[src/rtl/photodiode_rx_pkg.sv]
// Shared types and constants for the photodiode receive deserializer.
// Optional build macro used by this block: PHOTODIODE_RX_MAJORITY_EN.
package photodiode_rx_pkg;

  typedef enum logic [2:0] {
    IDLE      = 3'd0,
    START     = 3'd1,
    DATA      = 3'd2,
    STOP      = 3'd3,
    WAIT_HIGH = 3'd4
  } state_t;

  localparam int BITS_PER_BYTE = 8;

  function automatic int timer_width(input int timeout_bits, input int clk_per_bit);
    return $clog2(timeout_bits * clk_per_bit + 1);
  endfunction

endpackage

[src/rtl/photodiode_rx_if.sv]
// Packet-side output bundle of photodiode_rx; master drives, slave observes.
// data is qualified by the single-cycle new_data strobe; there is no backpressure (ready is implied high).
interface photodiode_rx_if #(
  parameter int PKT_LENGTH = 288
);
  logic [PKT_LENGTH-1:0]     data;
  logic                      new_data;
  logic                      busy;
  logic                      frame_err;
  logic [7:0]                err_count;
  photodiode_rx_pkg::state_t dbg_state;

  modport master (output data, new_data, busy, frame_err, err_count, dbg_state);
  modport slave  (input  data, new_data, busy, frame_err, err_count, dbg_state);
endinterface

[src/rtl/photodiode_rx_byte.sv]
// Start/data/stop byte framer working on the synchronized line.
// PHOTODIODE_RX_MAJORITY_EN: each sample becomes a 2-of-3 vote, decided one cycle after mid-bit.
module photodiode_rx_byte
  import photodiode_rx_pkg::*;
#(
  parameter int CLK_PER_BIT = 13540
) (
  input  logic       clk,
  input  logic       rst,
  input  logic       rx_s_i,
  output logic       start_o,
  output logic       byte_valid_o,
  output logic [7:0] byte_data_o,
  output logic       byte_err_o,
  output state_t     state_o
);

  localparam int BIT_W = $clog2(CLK_PER_BIT + 1);
`ifdef PHOTODIODE_RX_MAJORITY_EN
  localparam int START_LAST = CLK_PER_BIT / 2;
`else
  localparam int START_LAST = CLK_PER_BIT / 2 - 1;
`endif

  state_t           state_q, state_d;
  logic [BIT_W-1:0] tmr_q, tmr_d;
  logic [2:0]       bit_q, bit_d;
  logic [7:0]       shift_q, shift_d;
  logic [1:0]       hist_q;
  logic             sample;

  // hist_q[0] is rx_s one cycle ago (also the falling-edge reference), hist_q[1] two cycles ago.
`ifdef PHOTODIODE_RX_MAJORITY_EN
  assign sample = (rx_s_i & hist_q[0]) | (rx_s_i & hist_q[1]) | (hist_q[0] & hist_q[1]);
`else
  assign sample = rx_s_i;
`endif

  always_ff @(posedge clk) begin
    if (rst) begin
      state_q <= IDLE;
      tmr_q   <= '0;
      bit_q   <= '0;
      shift_q <= '0;
      hist_q  <= 2'b11;
    end else begin
      state_q <= state_d;
      tmr_q   <= tmr_d;
      bit_q   <= bit_d;
      shift_q <= shift_d;
      hist_q  <= {hist_q[0], rx_s_i};
    end
  end

  always_comb begin
    state_d      = state_q;
    tmr_d        = tmr_q + 1'b1;
    bit_d        = bit_q;
    shift_d      = shift_q;
    start_o      = 1'b0;
    byte_valid_o = 1'b0;
    byte_err_o   = 1'b0;
    case (state_q)
      IDLE: begin
        tmr_d = '0;
        if (hist_q[0] && !rx_s_i) begin
          start_o = 1'b1;
          state_d = START;
        end
      end
      START: begin
        if (tmr_q == BIT_W'(START_LAST)) begin
          tmr_d   = '0;
          bit_d   = '0;
          state_d = sample ? IDLE : DATA;
        end
      end
      DATA: begin
        if (tmr_q == BIT_W'(CLK_PER_BIT - 1)) begin
          tmr_d   = '0;
          shift_d = {sample, shift_q[7:1]};
          bit_d   = bit_q + 3'd1;
          if (bit_q == 3'd7) state_d = STOP;
        end
      end
      STOP: begin
        if (tmr_q == BIT_W'(CLK_PER_BIT - 1)) begin
          tmr_d = '0;
          if (sample) begin
            byte_valid_o = 1'b1;
            state_d      = IDLE;
          end else begin
            byte_err_o = 1'b1;
            state_d    = WAIT_HIGH;
          end
        end
      end
      WAIT_HIGH: begin
        tmr_d = '0;
        if (rx_s_i) state_d = IDLE;
      end
      default: state_d = IDLE;
    endcase
  end

  assign byte_data_o = shift_q;
  assign state_o     = state_q;

endmodule

[src/rtl/photodiode_rx.sv]
// Photodiode receive deserializer: synchronizer, byte framer, packet assembly, timeout and error count.
// Build option PHOTODIODE_RX_MAJORITY_EN selects majority-vote bit sampling in the byte framer.
module photodiode_rx
  import photodiode_rx_pkg::*;
#(
  parameter int CLK_PER_BIT  = 13540,
  parameter int PKT_LENGTH   = 288,
  parameter int TIMEOUT_BITS = 20
) (
  input  logic clk,
  input  logic rst,
  input  logic rx,
  photodiode_rx_if.master bus
);

  localparam int N_BYTES = PKT_LENGTH / BITS_PER_BYTE;
  localparam int CNT_W   = $clog2(N_BYTES + 1);
  localparam int TMO_W   = timer_width(TIMEOUT_BITS, CLK_PER_BIT);
  localparam int LIMIT   = TIMEOUT_BITS * CLK_PER_BIT;

  logic [1:0]            sync_q;
  logic                  rx_s;
  logic                  start, byte_valid, byte_err, discard;
  logic [7:0]            byte_data;
  state_t                byte_state;
  logic [CNT_W-1:0]      cnt_q, cnt_d;
  logic [TMO_W-1:0]      tmo_q, tmo_d;
  logic [PKT_LENGTH-1:0] pkt_q, pkt_d, pkt_next, data_q, data_d;
  logic                  new_data_q, new_data_d, frame_err_q, frame_err_d;
  logic [7:0]            err_q, err_d;

  assign rx_s = sync_q[1];

  photodiode_rx_byte #(.CLK_PER_BIT(CLK_PER_BIT)) u_byte (
    .clk          (clk),
    .rst          (rst),
    .rx_s_i       (rx_s),
    .start_o      (start),
    .byte_valid_o (byte_valid),
    .byte_data_o  (byte_data),
    .byte_err_o   (byte_err),
    .state_o      (byte_state)
  );

  // Synchronizer resets to the idle-high level so reset release never looks like a start edge.
  always_ff @(posedge clk) begin
    if (rst) begin
      sync_q      <= 2'b11;
      cnt_q       <= '0;
      tmo_q       <= '0;
      pkt_q       <= '0;
      data_q      <= '0;
      new_data_q  <= 1'b0;
      frame_err_q <= 1'b0;
      err_q       <= '0;
    end else begin
      sync_q      <= {sync_q[0], rx};
      cnt_q       <= cnt_d;
      tmo_q       <= tmo_d;
      pkt_q       <= pkt_d;
      data_q      <= data_d;
      new_data_q  <= new_data_d;
      frame_err_q <= frame_err_d;
      err_q       <= err_d;
    end
  end

  assign pkt_next = (pkt_q << BITS_PER_BYTE) | PKT_LENGTH'(byte_data);

  always_comb begin
    cnt_d       = cnt_q;
    tmo_d       = '0;
    pkt_d       = pkt_q;
    data_d      = data_q;
    new_data_d  = 1'b0;
    frame_err_d = 1'b0;
    err_d       = err_q;
    discard     = byte_err;
    if (byte_valid) begin
      pkt_d = pkt_next;
      if (cnt_q == CNT_W'(N_BYTES - 1)) begin
        cnt_d      = '0;
        data_d     = pkt_next;
        new_data_d = 1'b1;
      end else begin
        cnt_d = cnt_q + 1'b1;
      end
    end
    // A start edge keeps tmo_d at zero, so it beats a coincident timeout.
    if (!start && byte_state == IDLE && cnt_q != '0) begin
      if (tmo_q == TMO_W'(LIMIT)) discard = 1'b1;
      else                        tmo_d   = tmo_q + 1'b1;
    end
    if (discard) begin
      cnt_d       = '0;
      frame_err_d = 1'b1;
      if (err_q != 8'hFF) err_d = err_q + 8'd1;
    end
  end

  assign bus.data      = data_q;
  assign bus.new_data  = new_data_q;
  assign bus.frame_err = frame_err_q;
  assign bus.err_count = err_q;
  assign bus.busy      = (byte_state != IDLE) || (cnt_q != '0);
  assign bus.dbg_state = byte_state;

endmodule
[src/flat_wrapper.sv]
// flat-port wrapper written by rule: the top's interface ports become plain ports
module photodiode_rx_flat import photodiode_rx_pkg::*;
#(
  parameter int CLK_PER_BIT  = 13540,
  parameter int PKT_LENGTH   = 288,
  parameter int TIMEOUT_BITS = 20
)
  (clk, rst, rx, bus_data, bus_new_data, bus_busy, bus_frame_err, bus_err_count, bus_dbg_state);
  photodiode_rx_if #(.PKT_LENGTH(PKT_LENGTH)) bus_i ();
  input  logic clk;
  input  logic rst;
  input  logic rx;
  output wire logic [$bits(bus_i.data)-1:0] bus_data;
  output wire logic [$bits(bus_i.new_data)-1:0] bus_new_data;
  output wire logic [$bits(bus_i.busy)-1:0] bus_busy;
  output wire logic [$bits(bus_i.frame_err)-1:0] bus_frame_err;
  output wire logic [$bits(bus_i.err_count)-1:0] bus_err_count;
  output wire logic [$bits(bus_i.dbg_state)-1:0] bus_dbg_state;
  assign bus_data = bus_i.data;
  assign bus_new_data = bus_i.new_data;
  assign bus_busy = bus_i.busy;
  assign bus_frame_err = bus_i.frame_err;
  assign bus_err_count = bus_i.err_count;
  assign bus_dbg_state = bus_i.dbg_state;
  photodiode_rx #(.CLK_PER_BIT(CLK_PER_BIT), .PKT_LENGTH(PKT_LENGTH), .TIMEOUT_BITS(TIMEOUT_BITS)) u_core (.clk(clk), .rst(rst), .rx(rx), .bus(bus_i));
endmodule
[config.mk]
export PLATFORM = sky130hd
export DESIGN_NAME = photodiode_rx_flat
export DESIGN_NICKNAME = d
export VERILOG_FILES = /design/src/rtl/photodiode_rx_pkg.sv /design/src/rtl/photodiode_rx_if.sv /design/src/rtl/photodiode_rx_byte.sv /design/src/rtl/photodiode_rx.sv /design/src/flat_wrapper.sv
export SDC_FILE = /design/constraint.sdc
export NUM_CORES = 1
export LEC_CHECK = 0
export CAP_MARGIN = 10
export CORE_MARGIN = 2
export CORE_UTILIZATION = 28
export DETAILED_ROUTE_END_ITERATION = 8
export SLEW_MARGIN = 20
export SYNTH_ARGS = -nofsm -noshare
export SYNTH_HDL_FRONTEND = slang
export SYNTH_HIERARCHICAL = 1
export SYNTH_SLANG_ARGS = --single-unit
[constraint.sdc]
create_clock -name clk -period 8.6 [get_ports clk]
set_clock_uncertainty 0.2 [all_clocks]
set_input_delay 1.29 -clock clk [delete_from_list [all_inputs] [get_ports clk]]
set_output_delay 1.29 -clock clk [all_outputs]
set_load 0.02 [all_outputs]
==> impl_metrics.py <==
metrics = {
    "logic_synthesis": {
        "syn_area_per_cell_um2": 9.04,
        "ys_types": 50,
        "synth-edff-count": 0,
        "synthCells": 2486,
        "synth_warnings": 6,
        "ys.flop_type": "dfxtp_1",
        "synth_top_cells_by_area": "dfxtp_1 56%, mux2i_1 13%, nand2_1 9.9%",
        "synth-seq-cells": 634,
        "synth.most_common_cell": "dfxtp_1",
        "ys_async_sr_fraction_pct": 0,
        "yosysTopAreaCell": "dfxtp_1",
        "seq_area_frac_synth_pct": 56.5,
        "synth_top_cell_area_share_pct": 56.5,
        "syn-cell-area_um2": 22500,
        "synth_commonest_cells": "634 x dfxtp_1, 594 x nand2_1, 341 x nor2_1",
        "synth_nets": 2498,
    },
    "timing": {
        "rsz0062_at_grt": "false",
        "setup_viol": 0,
        "tns_ns": 0,
        "max-slew-margin-rel_pct": 29.3,
        "tightest_slew_ns": 1.06,
        "min_period_ns": 4.01,
        "period_share_pct": 46.7,
        "max_freq_ghz": 0.249,
        "hold_viol_final": 0,
        "slew_viol_final": 0,
    },
    "finish": {
        "finish.utilization_pct": 36.3,
        "drive_above_1_share_pct": 5.18,
        "antenna_cells": 0,
        "fin_nets": 2720,
        "fillers": 8118,
        "instances_no_fill": 3813,
        "areaGrowthSynthToFinish_pct": 27.9,
        "stdcell_area_um2": 28700,
    },
    "global_routing": {
        "grt-ovfl-total": 0,
        "grt_max_degree": 221,
        "grt_pass1_wl_um": 92900,
        "antenna_found_initial": 0,
        "grt_pass1_vias": 15700,
        "track_usage_pct": 14.2,
    },
    "cts": {
        "cts_inserted_buffers": 70,
        "cts_tree": "done",
        "cts.htree.levels": 3,
        "path_clk_slew_ns": 0.06,
        "clk_latency_ns": 0.60,
        "post_cts_resized": 0,
        "root_buffer": "clkbuf_16",
        "holdBufCountCts": 0,
        "cts.sinks": 634,
        "clk_path_buf_depth": 3,
        "post_cts_buffers": 0,
    },
    "drt": {
        "drc": 0,
        "finalWirelength_um": 60600,
        "drt_iter0_markers": 1046,
        "via_count": 16900,
        "wl_per_cell_um": 15.9,
        "viasPerCell": 4.43,
        "final_antenna_net_count": 0,
        "drt_first_pass_iters": 5,
    },
    "pwr": {
        "pwr-share-clk_pct": 50.1,
        "leakage_nw": 9.23,
        "p_seq_share_pct": 48.6,
        "finalPower_mw": 6.06,
        "p_sw_share_pct": 21.1,
        "p_sw_mw": 1.28,
        "cellPowerDensity_nw_per_um2": 211,
        "power_frac_comb_pct": 1.3,
        "p_int_mw": 4.78,
        "vdd_ir_drop_max_mv": 0.101,
    },
    "die": {
        "start_util_pct": 28.4,
        "core_region_area_um2": 79300,
        "dieArea_um2": 82500,
        "boundaryPins": 305,
        "die_h_um": 287,
        "row_count": 103,
        "die_w_um": 287,
    },
    "place": {
        "dp_cells": 3684,
        "gp_congestion": 0.774,
        "placed_area_um2": 26300,
        "io_buffers": 304,
        "dp_hpwl_um": 38500,
    },
    "status": {
        "status": "finished clean",
    },
    "worst_hold_path": {
        "hp-class": "register to register",
    },
    "critical_path": {
        "cp_slowest_cell": "and4_4",
        "critPathMaxFanout": 70,
        "worst_setup_path_end_kind": "register",
        "slowest_delay_ns": 0.77,
        "critPathLaunchType": "register",
        "required_ns": 8.90,
        "cp.arrival_ns": 4.31,
        "path_cells": "or3_4, nor4_4, nand3_1, nor2_4, and4_4, buf_4, nand2_1, a21oi_1",
        "crit_type": "register to register",
    },
    "flow_run": {
        "cap_viol_max_count": 0,
    },
}
==> flip-flops by register name, summed over array words and instances (netlist names) <==
| register | count |
|---|---|
| u_core/bus.new_data | 1 |
| u_core/u_byte/byte_data_o | 8 |
| u_core/bus.data | 288 |
| u_core/tmo_q | 19 |
| u_core/pkt_q | 280 |
| u_core/u_byte/bit_q | 3 |
| u_core/u_byte/hist_q | 1 |
| u_core/u_byte/tmr_q | 14 |
| u_core/cnt_q | 6 |
| u_core/bus.err_count | 8 |
| u_core/u_byte/state_o | 3 |
| u_core/bus.frame_err | 1 |
| u_core/sync_q | 2 |
==> cell usage in the layout, fill, tap and decap left out, types with 3 or more instances in the layout <==
master and n:
nor3_1 12, or2_2 3, buf_4 6, and3_1 9
or3_1 7, clkbuf_1 17, ha_1 9, nand4_1 11
clkdlybuf4s50_1 303, clkbuf_16 73, buf_12 5, nand3_1 22
clkinv_2 10, dfxtp_1 634, clkbuf_8 17, inv_1 12
a21oi_1 296, nor2_1 340, o21ai_0 8, mux2i_1 290
nand2_1 594, xnor2_1 18, and4_1 3, bufinv_16 4
xor2_1 16
==> final cells by class <==
cell class	count	area, µm²	area share [%]
well taps	1050	1310	4.57
clock buffers	107	2120	7.39
repair buffers	317	3250	11.3
inverters	12	45.0	0.157
multi-input cells	1673	9070	31.6
flip-flops and latches	634	12700	44.2
clock inverters	20	235	0.819
==> final timing paths <==
path	start	endpoint	slack, ns	cells past startpoint
setup / recovery	u_core/u_byte/tmr_q[2]	u_core/bus.data[212]	4.59	8
hold / removal	u_core/sync_q[0]	u_core/sync_q[1]	0.21	1
setup reg to reg	u_core/u_byte/tmr_q[2]	u_core/bus.data[212]	4.59	8
hold reg to reg	u_core/sync_q[0]	u_core/sync_q[1]	0.21	1
==> power groups by stage <==
stage / logic, mW / clock network (mW) / registers, mW
6_report: 0.0789 / 3.04 / 2.94
5_1_grt: 0.0872 / 3.25 / 2.94
4_1_cts: 0.0812 / 3.14 / 2.94
3_5_place_dp: 0.0809 / 0 / 3.01
3_3_place_gp: 0.0819 / 0 / 3.01
2_1_floorplan: 0.0583 / 0 / 3.01
==> stage by stage <==
| stage | setup WS [ns] | hold slack (ns) |
|---|---|---|
| final | 4.59 | 0.207 |
| after global routing | 4.30 | 0.213 |
| after CTS | 4.60 | 0.207 |
| after detailed placement | 4.61 | 0.193 |
| after global placement | 4.66 | 0.201 |
| after floorplan | 5.67 | 0.189 |
==> cells by family after synthesis <==
kind of cell,synth area share [%]
simple gates,18.2
mux,13.0
fa+ha+maj,0.501
compound gates,7.32
flops,56.5
xor+xnor,1.33
buf+inv,3.19
==> critical path, delay by kind of cell (launching register included) <==
| kind | cells | cell delay [ns] |
|---|---|---|
| buffers and inverters | 1 | 0.73 |
| DFF | 1 | 0.34 |
| AOI/OAI and AO/OA | 1 | 0.15 |
| and+or+nand+nor | 6 | 2.40 |
==> metal layers <==
layer / vias to the layer above / routed length [µm] / global-route usage, %
met5: - / 0 / 0
met4: 0 / 1360 / 4.35
met3: 82 / 3600 / 3.71
met2: 309 / 27700 / 22.2
met1: 7873 / 27900 / 19.0
li1: 8622 / - / -
(Power assumes the default switching activity.)
